`config.mk`:
```
export PLATFORM = sky130hd
export DESIGN_NAME = adma_as_atx_sched
export DESIGN_NICKNAME = d
export VERILOG_FILES = /design/src/rtl/adma_pkg.sv /design/src/rtl/adma_atx_len_calc.sv /design/src/rtl/adma_as_atx_sched.sv
export SDC_FILE = /design/constraint.sdc
export NUM_CORES = 1
export LEC_CHECK = 0
export CORE_MARGIN = 1
export CORE_UTILIZATION = 25
export DETAILED_ROUTE_END_ITERATION = 8
export GPL_TIMING_DRIVEN = 0
export PLACE_DENSITY = 0.52
export SLEW_MARGIN = 20
export SYNTH_ARGS = -nofsm -noshare
export SYNTH_HDL_FRONTEND = slang
export SYNTH_SLANG_ARGS = --single-unit
```
`constraint.sdc`:
```
create_clock -name clk -period 7.4 [get_ports clk]
set_input_delay 1.48 -clock clk [delete_from_list [all_inputs] [get_ports clk]]
set_output_delay 1.48 -clock clk [all_outputs]
set_load 0.02 [all_outputs]
```
`src/rtl/adma_pkg.sv`:
```
// Shared types and constants for the ADMA address-side transfer scheduler.
package adma_pkg;

  typedef enum logic [1:0] {
    ST_IDLE  = 2'd0,
    ST_SPLIT = 2'd1,
    ST_ISSUE = 2'd2
  } sched_state_t;

  localparam int BOUNDARY_4K = 4096;

endpackage

```
`src/rtl/adma_atx_len_calc.sv`:
```
// Combinational burst sizing: beats = min(remaining, MAX_BURST, beats left before the 4 KB page end).
module adma_atx_len_calc
  import adma_pkg::*;
#(
  parameter int DMA_LENGTH_W = 16,
  parameter int DATA_BYTES   = 4,
  parameter int MAX_BURST    = 16
) (
  input  logic [11:0]             addr_lo,
  input  logic [DMA_LENGTH_W-1:0] remaining,
  output logic [8:0]              beats
);

  localparam int BEAT_SHIFT = $clog2(DATA_BYTES);
  localparam int CMP_W      = (DMA_LENGTH_W > 13) ? DMA_LENGTH_W : 13;

  logic [12:0]      room_bytes;
  logic [12:0]      room_beats;
  logic [12:0]      cap;
  logic [CMP_W-1:0] rem_ext;
  logic [CMP_W-1:0] cap_ext;
  logic [CMP_W-1:0] beats_full;

  // Address is beat-aligned, so the page remainder divides exactly into beats.
  assign room_bytes = 13'(BOUNDARY_4K) - {1'b0, addr_lo};
  assign room_beats = room_bytes >> BEAT_SHIFT;
  assign cap        = (room_beats < 13'(MAX_BURST)) ? room_beats : 13'(MAX_BURST);
  assign rem_ext    = CMP_W'(remaining);
  assign cap_ext    = CMP_W'(cap);
  assign beats_full = (rem_ext < cap_ext) ? rem_ext : cap_ext;
  assign beats      = 9'(beats_full);

endmodule

```
`src/rtl/adma_as_atx_sched.sv`:
```
// Splits DMA TX descriptors into AXI bursts (ATXs), bounded by burst size, 4 KB pages and outstanding count.
module adma_as_atx_sched
  import adma_pkg::*;
#(
  parameter int ADDR_W       = 32,
  parameter int DMA_LENGTH_W = 16,
  parameter int DATA_BYTES   = 4,
  parameter int MAX_BURST    = 16,
  parameter int MAX_OSTD     = 2
) (
  input  logic                    clk,
  input  logic                    rst,
  input  logic                    tx_vld,
  output logic                    tx_rdy,
  input  logic [ADDR_W-1:0]       tx_addr,
  input  logic [DMA_LENGTH_W-1:0] tx_len,
  output logic                    atx_vld,
  input  logic                    atx_rdy,
  output logic [ADDR_W-1:0]       atx_addr,
  output logic [7:0]              atx_len,
  output logic                    atx_last,
  input  logic                    atx_done,
  output logic                    busy
);

  localparam int OSTD_W     = $clog2(MAX_OSTD + 1);
  localparam int BEAT_SHIFT = $clog2(DATA_BYTES);

  sched_state_t            state_reg;
  logic [ADDR_W-1:0]       addr_reg;
  logic [DMA_LENGTH_W-1:0] remaining_reg;
  logic [8:0]              beats_reg;
  logic [ADDR_W-1:0]       atx_addr_reg;
  logic [7:0]              atx_len_reg;
  logic                    atx_last_reg;
  logic [OSTD_W-1:0]       ostd_cnt_reg;
  logic [OSTD_W-1:0]       ostd_cnt_next;
  logic [8:0]              calc_beats;
  logic                    atx_hs;
  logic                    done_eff;

  adma_atx_len_calc #(
    .DMA_LENGTH_W (DMA_LENGTH_W),
    .DATA_BYTES   (DATA_BYTES),
    .MAX_BURST    (MAX_BURST)
  ) u_len_calc (
    .addr_lo   (addr_reg[11:0]),
    .remaining (remaining_reg),
    .beats     (calc_beats)
  );

  assign atx_hs   = (state_reg == ST_ISSUE) && atx_rdy;
  // A completion with nothing outstanding is spurious and must not underflow the count.
  assign done_eff = atx_done && (ostd_cnt_reg != '0);

  always_comb begin
    ostd_cnt_next = ostd_cnt_reg;
    if (atx_hs && !done_eff) begin
      ostd_cnt_next = ostd_cnt_reg + 1'b1;
    end else if (!atx_hs && done_eff) begin
      ostd_cnt_next = ostd_cnt_reg - 1'b1;
    end
  end

  always_ff @(posedge clk) begin
    if (rst) begin
      state_reg     <= ST_IDLE;
      addr_reg      <= '0;
      remaining_reg <= '0;
      beats_reg     <= '0;
      atx_addr_reg  <= '0;
      atx_len_reg   <= '0;
      atx_last_reg  <= 1'b0;
      ostd_cnt_reg  <= '0;
    end else begin
      ostd_cnt_reg <= ostd_cnt_next;
      case (state_reg)
        ST_IDLE: begin
          if (tx_vld && (tx_len != '0)) begin
            addr_reg      <= tx_addr;
            remaining_reg <= tx_len;
            state_reg     <= ST_SPLIT;
          end
        end
        ST_SPLIT: begin
          // ATX fields are captured only when the burst may go out, then held through ISSUE.
          if (ostd_cnt_reg < OSTD_W'(MAX_OSTD)) begin
            atx_addr_reg <= addr_reg;
            atx_len_reg  <= 8'(calc_beats - 9'd1);
            atx_last_reg <= (remaining_reg == DMA_LENGTH_W'(calc_beats));
            beats_reg    <= calc_beats;
            state_reg    <= ST_ISSUE;
          end
        end
        ST_ISSUE: begin
          if (atx_rdy) begin
            addr_reg      <= addr_reg + (ADDR_W'(beats_reg) << BEAT_SHIFT);
            remaining_reg <= remaining_reg - DMA_LENGTH_W'(beats_reg);
            state_reg     <= atx_last_reg ? ST_IDLE : ST_SPLIT;
          end
        end
        default: state_reg <= ST_IDLE;
      endcase
    end
  end

  assign tx_rdy   = (state_reg == ST_IDLE);
  assign atx_vld  = (state_reg == ST_ISSUE);
  assign busy     = (state_reg != ST_IDLE);
  assign atx_addr = atx_addr_reg;
  assign atx_len  = atx_len_reg;
  assign atx_last = atx_last_reg;

endmodule

```
==> summary.md, run 1 <==
| Metric | Value |
|---|---|
| Slew @ Worst Pin | `1.05 ns` |
| Largest net degree at the start of global routing | `16` |
| Drt first pass iters | `5` |
| Final setup fails | `0` |
| Die footprint | `24,600 sq um` |
| Final Core Density | `32.8%` |
| Ys flop type | `dfxtp_1` |
| Initial Utilization | `25.6%` |
| Overall Global Routing Usage | `19.3%` |
| Worst Path Max Fanout | `10` |
| Status | `finished, final reports clean` |
| Routed WL | `23,400 microns` |
| First-pass GRT wire length | `35,200 microns` |
| Peak supply drop | `0.000117 V` |
| Area after DPL | `7380 sq um` |
| Cell variety after synth | `59` |
| # resized after CTS | `0` |
| Crit path time final | `4.74 ns` |
| Nets | `984` |
| CP required | `7.61 ns` |
| Top-area cell type share of the netlist area | `34.0%` |
| Clk slew on worst S/H paths | `0.07 ns` |
| RSZ-0062 raised after global routing | `false` |
| Reg2Reg Depth | `12` |
| Row count | `56` |
| Hold Path Cell Cnt | `2` |
| Layout Skew | `0.00920 ns` |
| CTS tree | `yes` |
| Synth Instances | `788` |
| DPL Wire Length | `17,400 microns` |
| Yosys reg bits | `102` |
| Critical Path AT | `4.95 ns` |
| Switching Fraction | `38.1%` |
| Combinational power share | `37.2%` |
| # diodes | `0` |
| Post-synthesis instance area | `6000 sq um` |
| Avg Cell Area, Syn | `7.61 sq um` |
| Max-slew violations | `0` |
| Clock latency on the worst-skew pair | `0.36 ns` |
| Via count | `6,373` |
| Most frequent cells in the layout | `nand2_1 (122), dfxtp_1 (102), clkdlybuf4s50_1 (96)` |
| Clk buf depth | `2` |
| Post-CTS Setup Bufs | `0` |
| Slew headroom | `29.9%` |
| Synthesis Warnings | `0` |
| Routability Congestion | `0.904` |
| Setup_tns | `0 ns` |
| DRC | `0` |
| WL per Instance | `19.1 microns` |
| # clock sinks | `102` |
| Design Area, Final | `7690 sq um` |
| Crit end category | `register` |
| Overall power | `1.93 mW` |
| Die Ht | `157 microns` |
| Port bufs | `96` |
| Leak pwr | `2.68 nW` |
| Final hold slack | `0.454 ns` |
| P_int | `1.19 mW` |
| GR Overflow Total | `0` |
| Worst Setup Start Kind | `input pin` |
| Commonest non-fill, non-tap cell in the layout | `nand2_1` |
| Flop pwr share | `35.5%` |
| Highest clock rate | `211 MHz` |
| Layout cells sized above 1 | `3.32%` |
| Kind of critical path | `in2reg` |
| CTS buffer count | `9` |
| Hold Crit Class | `reg2reg` |
| Ys async rst share | `0%` |
| H-tree levels | `3` |
| Num ports | `97` |
| Clock group share of total power | `27.3%` |
| Hold_buf cts | `0` |
| PD cells | `251 nW/um^2` |
| Fin. Hold Viols | `0` |
| Core Footprint | `23,500 sq um` |
| Via-per-instance ratio | `5.21` |
| Antenna violations before repair | `0` |
| Part of the cycle the worst path needs | `64.0%` |
| Switching power | `735 uW` |
| Max-Cap Viols | `0` |
| Number of synthesized flops with an enable pin | `0` |
| Die W | `157 microns` |
| Routed Antenna Nets | `0` |
| Area contributors post-synth | `dfxtp_1 (34%), nand2_1 (7.6%), a21oi_1 (6.3%), ha_1 (6.0%), nor2_1 (4.4%)` |
| Root Buffer | `clkbuf_16` |
| Vias in the first global route | `5,941` |
| Register area share after synthesis | `34.0%` |
| Area delta synth->final | `28.2%` |
| Initial DRC Count | `487` |
| Area leader, netlist | `dfxtp_1` |
==> Yosys cell counts, drive strengths merged, types with 2 or more instances <==
library cell / count
nor4: 10
nand4: 6
a311oi: 10
mux2i: 6
dfxtp: 102
o311ai: 5
nor3: 29
o21ai: 41
nand3: 22
xnor2: 10
o31ai: 6
nand3b: 2
and4: 4
o22ai: 4
or2: 6
and3: 16
o21a: 7
a211oi: 33
clkbuf: 43
nor2b: 9
a31o: 2
or4: 5
nor2: 70
o211ai: 2
fa: 2
a41o: 3
a221oi: 5
xor2: 10
ha: 29
a2111oi: 10
or3: 10
a21o: 8
and2: 4
nand2: 122
buf: 6
o22a: 2
a31oi: 12
a21oi: 76
inv: 27
==> cell type report <==
type | instances | area (sq um)
fill | 2562 | 15800
multi-input combinational | 615 | 3690
sequential | 102 | 2040
timing repair buffer | 96 | 961
tap | 319 | 399
clock buffer | 12 | 246
buffer | 49 | 186
inverter | 27 | 101
clock inverter | 3 | 68.8
==> power groups by stage <==
| stage | combinational [mW] | sequential [mW] | clock [mW] |
|---|---|---|---|
| after floorplan | 0.440 | 0.699 | 0 |
| after global placement | 0.704 | 0.696 | 0 |
| after detailed placement | 0.706 | 0.696 | 0 |
| after CTS | 0.711 | 0.684 | 0.536 |
| after global routing | 0.786 | 0.695 | 0.561 |
| final | 0.717 | 0.685 | 0.527 |
==> logic make-up after synthesis <==
family                   Yosys count  share of synthesized area [%]
AO/OA/AOI/OAI                    234                           25.8
XOR/XNOR                          20                           2.92
adder cells (fa/ha/maj)           31                           6.72
buffers and inverters             76                           4.80
flip-flops                       102                           34.0
multiplexers                       6                           1.00
other                              1                         0.0625
AND/OR/NAND/NOR                  318                           24.6
==> routing by layer <==
metal	share of wire, %	track usage, %	wire [microns]	vias to the layer above
li1	-	-	-	3079
met1	47	26.7	11000	3001
met2	45	30.5	10400	250
met3	6.2	2.78	1460	43
met4	2.4	6.68	560	0
met5	0	0	0	-
==> stage by stage <==
stage          std cells  worst slack (ns)
2_1_floorplan        793              4.17
3_3_place_gp        1208              2.39
3_5_place_dp        1208              2.38
4_1_cts             1223              2.74
5_1_grt             1223              2.64
6_report            1223              2.66
==> path summary, 6_finish.rpt <==
check | from | to | slack [ns]
worst max-delay path | tx_len[3] | remaining_reg[13]$_SDFFE_PP0P_ | 2.66
worst min-delay path | atx_addr[2]$_SDFFE_PP0P_ | atx_addr[2]$_SDFFE_PP0P_ | 0.45
worst max register to register | addr_reg[10]$_SDFFE_PP0P_ | atx_len[0]$_SDFFE_PP0P_ | 3.33
worst min register to register | atx_addr[2]$_SDFFE_PP0P_ | atx_addr[2]$_SDFFE_PP0P_ | 0.45
==> worst max-delay path: stages <==
cell and delay [ns]:
clkdlybuf4s50_1 0.47, nor4_1 0.65, nand4_1 0.32, and3_1 0.31, nor2_1 0.67, clkbuf_1 0.57, nor2_1 0.20, nand2_1 0.13
o311ai_0 0.13
(Power assumes the default switching activity.)
==> inputs of run 2 (changes only) <==
PLACE_DENSITY = 0.54   (was 0.52)
clock period = 4.05 ns   (was 7.4 ns; I/O delays follow)
==> run 2 against run 1 <==
Compared with the run above: worst hold slack hardly changed; clock power is 63% higher; non-clock buffer count unchanged; via count shrank 0.33%; setup slack got worse by 2.5 ns; global-route usage down 0.082 points; count of clock-buffer cells in the layout is 2 lower; flip-flop and latch count did not move; utilization down 0.13 points; critical endpoint is now atx_vld; largest cell class unchanged.
==> summary.md, run 2 (synthesis gave the netlist of run 1 again) <==
| Metric | Value |
|---|---|
| Design Area, Final | `7660 sq um` |
| Worst Path Max Fanout | `10` |
| Hold Crit Class | `reg2reg` |
| Highest clock rate | `255 MHz` |
| Drt first pass iters | `5` |
| Port bufs | `96` |
| CTS buffer count | `9` |
| Max-slew violations | `0` |
| Routability Congestion | `0.900` |
| Clk buf depth | `2` |
| Flop pwr share | `36.6%` |
| # resized after CTS | `0` |
| Area after DPL | `7380 sq um` |
| Switching power | `1.37 mW` |
| DRC | `0` |
| Via count | `6,352` |
| Fill cell count | `2,555` |
| Clock latency on the worst-skew pair | `0.36 ns` |
| CP Cell Sequence | `nand2b_1 > clkbuf_1 > inv_1 > clkbuf_1 > clkbuf_1 > clkdlybuf4s50_1` |
| GR Overflow Total | `0` |
| CTS tree | `yes` |
| Part of the cycle the worst path needs | `96.8%` |
| WL per Instance | `19.0 microns` |
| Peak supply drop | `0.000192 V` |
| Num ports | `97` |
| Max-Cap Viols | `0` |
| Die Ht | `157 microns` |
| Nets | `984` |
| Commonest non-fill, non-tap cell in the layout | `nand2_1` |
| Setup_tns | `0 ns` |
| H-tree levels | `3` |
| Initial DRC Count | `370` |
| Critical Path AT | `3.11 ns` |
| Clock group share of total power | `25.2%` |
| Core Footprint | `23,500 sq um` |
| Worst Setup Start Kind | `register` |
| Via-per-instance ratio | `5.19` |
| Area delta synth->final | `27.7%` |
| Top cell by count, worst path | `clkbuf_1` |
| Vias in the first global route | `6,034` |
| Hold_buf cts | `0` |
| Fin. Hold Viols | `0` |
| Crit path time final | `3.92 ns` |
| Root Buffer | `clkbuf_16` |
| First-pass GRT wire length | `35,100 microns` |
| Post-CTS Setup Bufs | `0` |
| Worst path top cell family by delay | `buffers and inverters` |
| Die footprint | `24,600 sq um` |
| Initial Utilization | `25.6%` |
| P_int | `2.05 mW` |
| Leak pwr | `2.66 nW` |
| Layout Skew | `0.00951 ns` |
| DPL Wire Length | `17,300 microns` |
| Clk slew on worst S/H paths | `0.08 ns` |
| Critical Path Max Stage Delay | `0.75 ns` |
| Routed WL | `23,300 microns` |
| # diodes | `0` |
| Layout cells sized above 1 | `3.76%` |
| Slowest library cell on the worst path | `clkdlybuf4s50_1` |
| Slew headroom | `33.0%` |
| RSZ-0062 raised after global routing | `false` |
| Row count | `56` |
| Most frequent cells in the layout | `nand2_1 (122), dfxtp_1 (102), clkdlybuf4s50_1 (96)` |
| Largest net degree at the start of global routing | `18` |
| Overall Global Routing Usage | `19.2%` |
| Worst path bufs/invs | `5` |
| Kind of critical path | `reg2out` |
| CP required | `3.24 ns` |
| Status | `finished, final reports clean` |
| Die W | `157 microns` |
| Combinational power share | `38.2%` |
| Switching Fraction | `40.1%` |
| Antenna violations before repair | `0` |
| Final setup fails | `0` |
| # clock sinks | `102` |
| PD cells | `446 nW/um^2` |
| Slew @ Worst Pin | `0.999 ns` |
| Routed Antenna Nets | `0` |
| Crit end category | `primary output` |
| Overall power | `3.42 mW` |
==> run 2: layout make-up <==
| class | count | area (sq um) | area share (%) |
|---|---|---|---|
| inverters | 27 | 101 | 1.32 |
| clock buffers | 10 | 229 | 2.99 |
| multi-input cells | 615 | 3700 | 48.3 |
| flip-flops and latches | 102 | 2040 | 26.6 |
| plain buffers | 49 | 186 | 2.43 |
| repair buffers | 96 | 961 | 12.5 |
| well taps | 319 | 399 | 5.21 |
| clock inverters | 6 | 46.3 | 0.604 |
==> run 2: routing by layer <==
| metal | track usage (%) | vias up | routed length, microns |
|---|---|---|---|
| met5 | 0 | - | 0 |
| met4 | 5.79 | 0 | 544 |
| met3 | 4.52 | 42 | 1650 |
| met2 | 30.8 | 249 | 10400 |
| met1 | 25.5 | 2981 | 10700 |
| li1 | - | 3080 | - |
==> run 2: stage by stage <==
step / hold slack, ns / util, % / instances / setup slack [ns]
2_1_floorplan: 0.446 / - / 793 / 0.817
3_3_place_gp: 0.445 / 31.4 / 1208 / -0.209
3_5_place_dp: 0.447 / 31.4 / 1208 / -0.162
4_1_cts: 0.457 / 32.6 / 1224 / 0.132
5_1_grt: 0.479 / 32.6 / 1224 / 0.0153
6_report: 0.453 / 32.6 / 1224 / 0.130
==> run 2: worst min-delay path: stages, from the launching register on <==
cell and delay [ns]:
dfxtp_1 0.31, nand2_1 0.05, a21oi_1 0.05
==> run 2: worst paths after layout <==
kind,from,endpoint,slack [ns],depth (start not counted)
max,state_reg[0]$_SDFFE_PP0P_,atx_vld,0.13,6
min,atx_addr[1]$_SDFFE_PP0P_,atx_addr[1]$_SDFFE_PP0P_,0.45,2
max reg2reg,addr_reg[1]$_SDFFE_PP0P_,atx_len[5]$_SDFFE_PP0P_,0.29,11
min reg2reg,atx_addr[1]$_SDFFE_PP0P_,atx_addr[1]$_SDFFE_PP0P_,0.45,2
==> run 2: power groups by stage <==
stage | logic [mW] | registers, mW | clock network [mW]
after global routing | 1.43 | 1.27 | 0.911
after CTS | 1.29 | 1.25 | 0.873
after detailed placement | 1.28 | 1.27 | 0
after floorplan | 0.804 | 1.28 | 0
after global placement | 1.28 | 1.27 | 0
final | 1.31 | 1.25 | 0.860
==> edit: new RTL, flow settings as in run 2 <==
`DATA_BYTES` is set to 4 in 2 places; all go to 2.
--- a/src/rtl/adma_atx_len_calc.sv
+++ b/src/rtl/adma_atx_len_calc.sv
@@ -4,5 +4,5 @@
 #(
   parameter int DMA_LENGTH_W = 16,
-  parameter int DATA_BYTES   = 4,
+  parameter int DATA_BYTES   = 2,
   parameter int MAX_BURST    = 16
 ) (
--- a/src/rtl/adma_as_atx_sched.sv
+++ b/src/rtl/adma_as_atx_sched.sv
@@ -5,5 +5,5 @@
   parameter int ADDR_W       = 32,
   parameter int DMA_LENGTH_W = 16,
-  parameter int DATA_BYTES   = 4,
+  parameter int DATA_BYTES   = 2,
   parameter int MAX_BURST    = 16,
   parameter int MAX_OSTD     = 2
Check against the original RTL: not equivalent (Yosys sat finds a counterexample within 4 cycles, from zero or initial values and one cycle with rst high).
==> edit against run 2 <==
Design area grew 8.4%. Wire length grew 5.5%. Maximum frequency shrank 5.8%. Sequential power grew 5%. Synthesized cell count grew 3.9%. Area after synthesis grew 3.7%. Core utilization grew 1.4 points. The flow now finishes with violations (setup timing). Non-clock buffer count grew 28. Sequential cell count is the same. Setup slack lost 0.24 ns. Total power grew 13%. Sequential share of layout area shrank 1.9 points. Clock power grew 14%.
==> edit: results (changes against run 2) <==
count of different cell masters after synthesis: 68 (+15%)
Detailed Place HPWL: 18.1 mm (+5.0%)
clock skew: 0.0141 ns (+0.00458 ns)
vias in the first global route: 6380 (+5.7%)
Clock Latency Late Sink: 0.37 ns
Largest delay share family, worst path: simple AND/OR/NAND/NOR gates
via count: 6782 (+6.8%)
first-pass GRT wire length: 37.5 mm (+6.8%)
total track usage: 19.1% (-0.14 points)
failing checks: setup timing
drt pass-1 iters: 5 (unchanged)
dpl cells: 1244 (+3.0%)
YS warnings: 0 (unchanged)
Leakage: 0.00294 uW (+11%)
Critical Path Slowest Stage Cell: or4_4
max incr delay on CP: 0.54 ns (-0.21 ns)
# diodes: 0 (unchanged)
final WL: 24.6 mm (+5.5%)
initial antenna violation count: 0 (unchanged)
Crit Path Max Fanout: 5 (-5)
Async S/R FF share, synth: 0% (unchanged)
Post-Synthesis Cells: 819 (+3.9%)
worst slack at placement: -0.938 ns (-0.776 ns)
htree depth: 3 (unchanged)
clock tree buffer depth: 2 (unchanged)
DP Area: 7630 sq um (+3.4%)
CTS buffer count: 9 (unchanged)
Peak supply drop: 0.169 mV (-12%)
clock-pin slew on the worst setup and hold paths: 0.08 ns (about the same)
worst hold slack: 0.453 ns (-0.000296 ns)
I/O Buffers: 95 (-1.0%)
Starting DRT DRC Count: 560 (+51%)
final std cells w/o fill: 1285 (+5.0%)
largest net degree at the start of global routing: 21 (+3)
worst path arrival time: 4.38 ns (+1.27 ns)
worst hold path class: reg2reg
RePlAce Congestion: 0.905 (+0.50%)
Worst Slack Setup Final: -0.113 ns (-0.243 ns)
worst slew pin tran: 1.08 ns (+0.0795 ns)
register area share after synthesis: 32.8% (-1.2 points)
R2R Setup Slk: -0.11 ns (-0.40 ns)
Post-synth top cells: nand2_1, dfxtp_1, a21oi_1
status: complete, but fails checks
final setup vio count: 11 (+11)
clock root cell: clkbuf_16
share of post-route cells with drive strength above 1: 9.26% (+5.5 points)
Synth area leaders: dfxtp_1, nand2_1, a21oi_1
nets@finish: 1042 (+5.9%)
Net Switching: 1570 uW (+14%)
==> edit: power groups by stage <==
stage                     clock (uW)  sequential (uW)  combinational [uW]
after detailed placement           0             1320                1420
after global routing            1030             1330                1710
after global placement             0             1320                1410
after CTS                        995             1310                1530
after floorplan                    0             1310                 920
final                            981             1310                1570
==> edit: timing repair <==
item,in CTS,in global routing
endpoints found under the setup margin,18,16
pin swaps,19,11
gates resized for setup,33,4
buffers inserted,22,6
==> edit: path summary, 6_finish.rpt <==
check | start | end | cells past startpoint
max | addr_reg[0] | atx_len[7] | 18
min | atx_addr[31] | atx_addr[31] | 2
max reg2reg | addr_reg[0] | atx_len[7] | 18
min reg2reg | atx_addr[31] | atx_addr[31] | 2
==> edit: logic make-up after synthesis <==
group / count (synthesis) / share of synthesized area (%)
AND/OR/NAND/NOR: 322 / 24.7
AO/OA/AOI/OAI: 246 / 26.0
flip-flops: 102 / 32.8
buffers and inverters: 89 / 5.69
adder cells (fa/ha/maj): 33 / 6.88
XOR/XNOR: 20 / 2.81
multiplexers: 6 / 0.985
other: 1 / 0.0603
==> edit: worst reg2reg max path: cells and delay by family, from the launching register on <==
family                     cells  cell delay, ns
AOI/OAI and AO/OA              6            1.02
muxes                          1            0.12
buffers and inverters          5            0.68
and+or+nand+nor                5            1.56
adders and majority gates      1            0.25
DFF                            1            0.39
==> edit: per-layer routing <==
metal	wire, microns	track usage [%]
met5	0	0
met4	481	5.89
met3	1480	3.04
met2	11100	30.5
met1	11500	26.2
==> edit: metrics by stage <==
stage	util, %	setup TNS [ns]
finish	34.1	-0.449
CTS	33.8	-0.198
global placement	31.3	-8.70
global route	34.1	-2.68
floorplan	-	0
detailed placement	31.3	-9.57
==> edit: layout make-up <==
cell class / instances / area, sq um
timing repair buffer: 123 / 1160
buffer: 50 / 200
tap: 324 / 405
multi-input combinational: 634 / 4020
fill: 2602 / 16100
clock buffer: 9 / 225
clock inverter: 7 / 97.6
inverter: 36 / 145
sequential: 102 / 2050
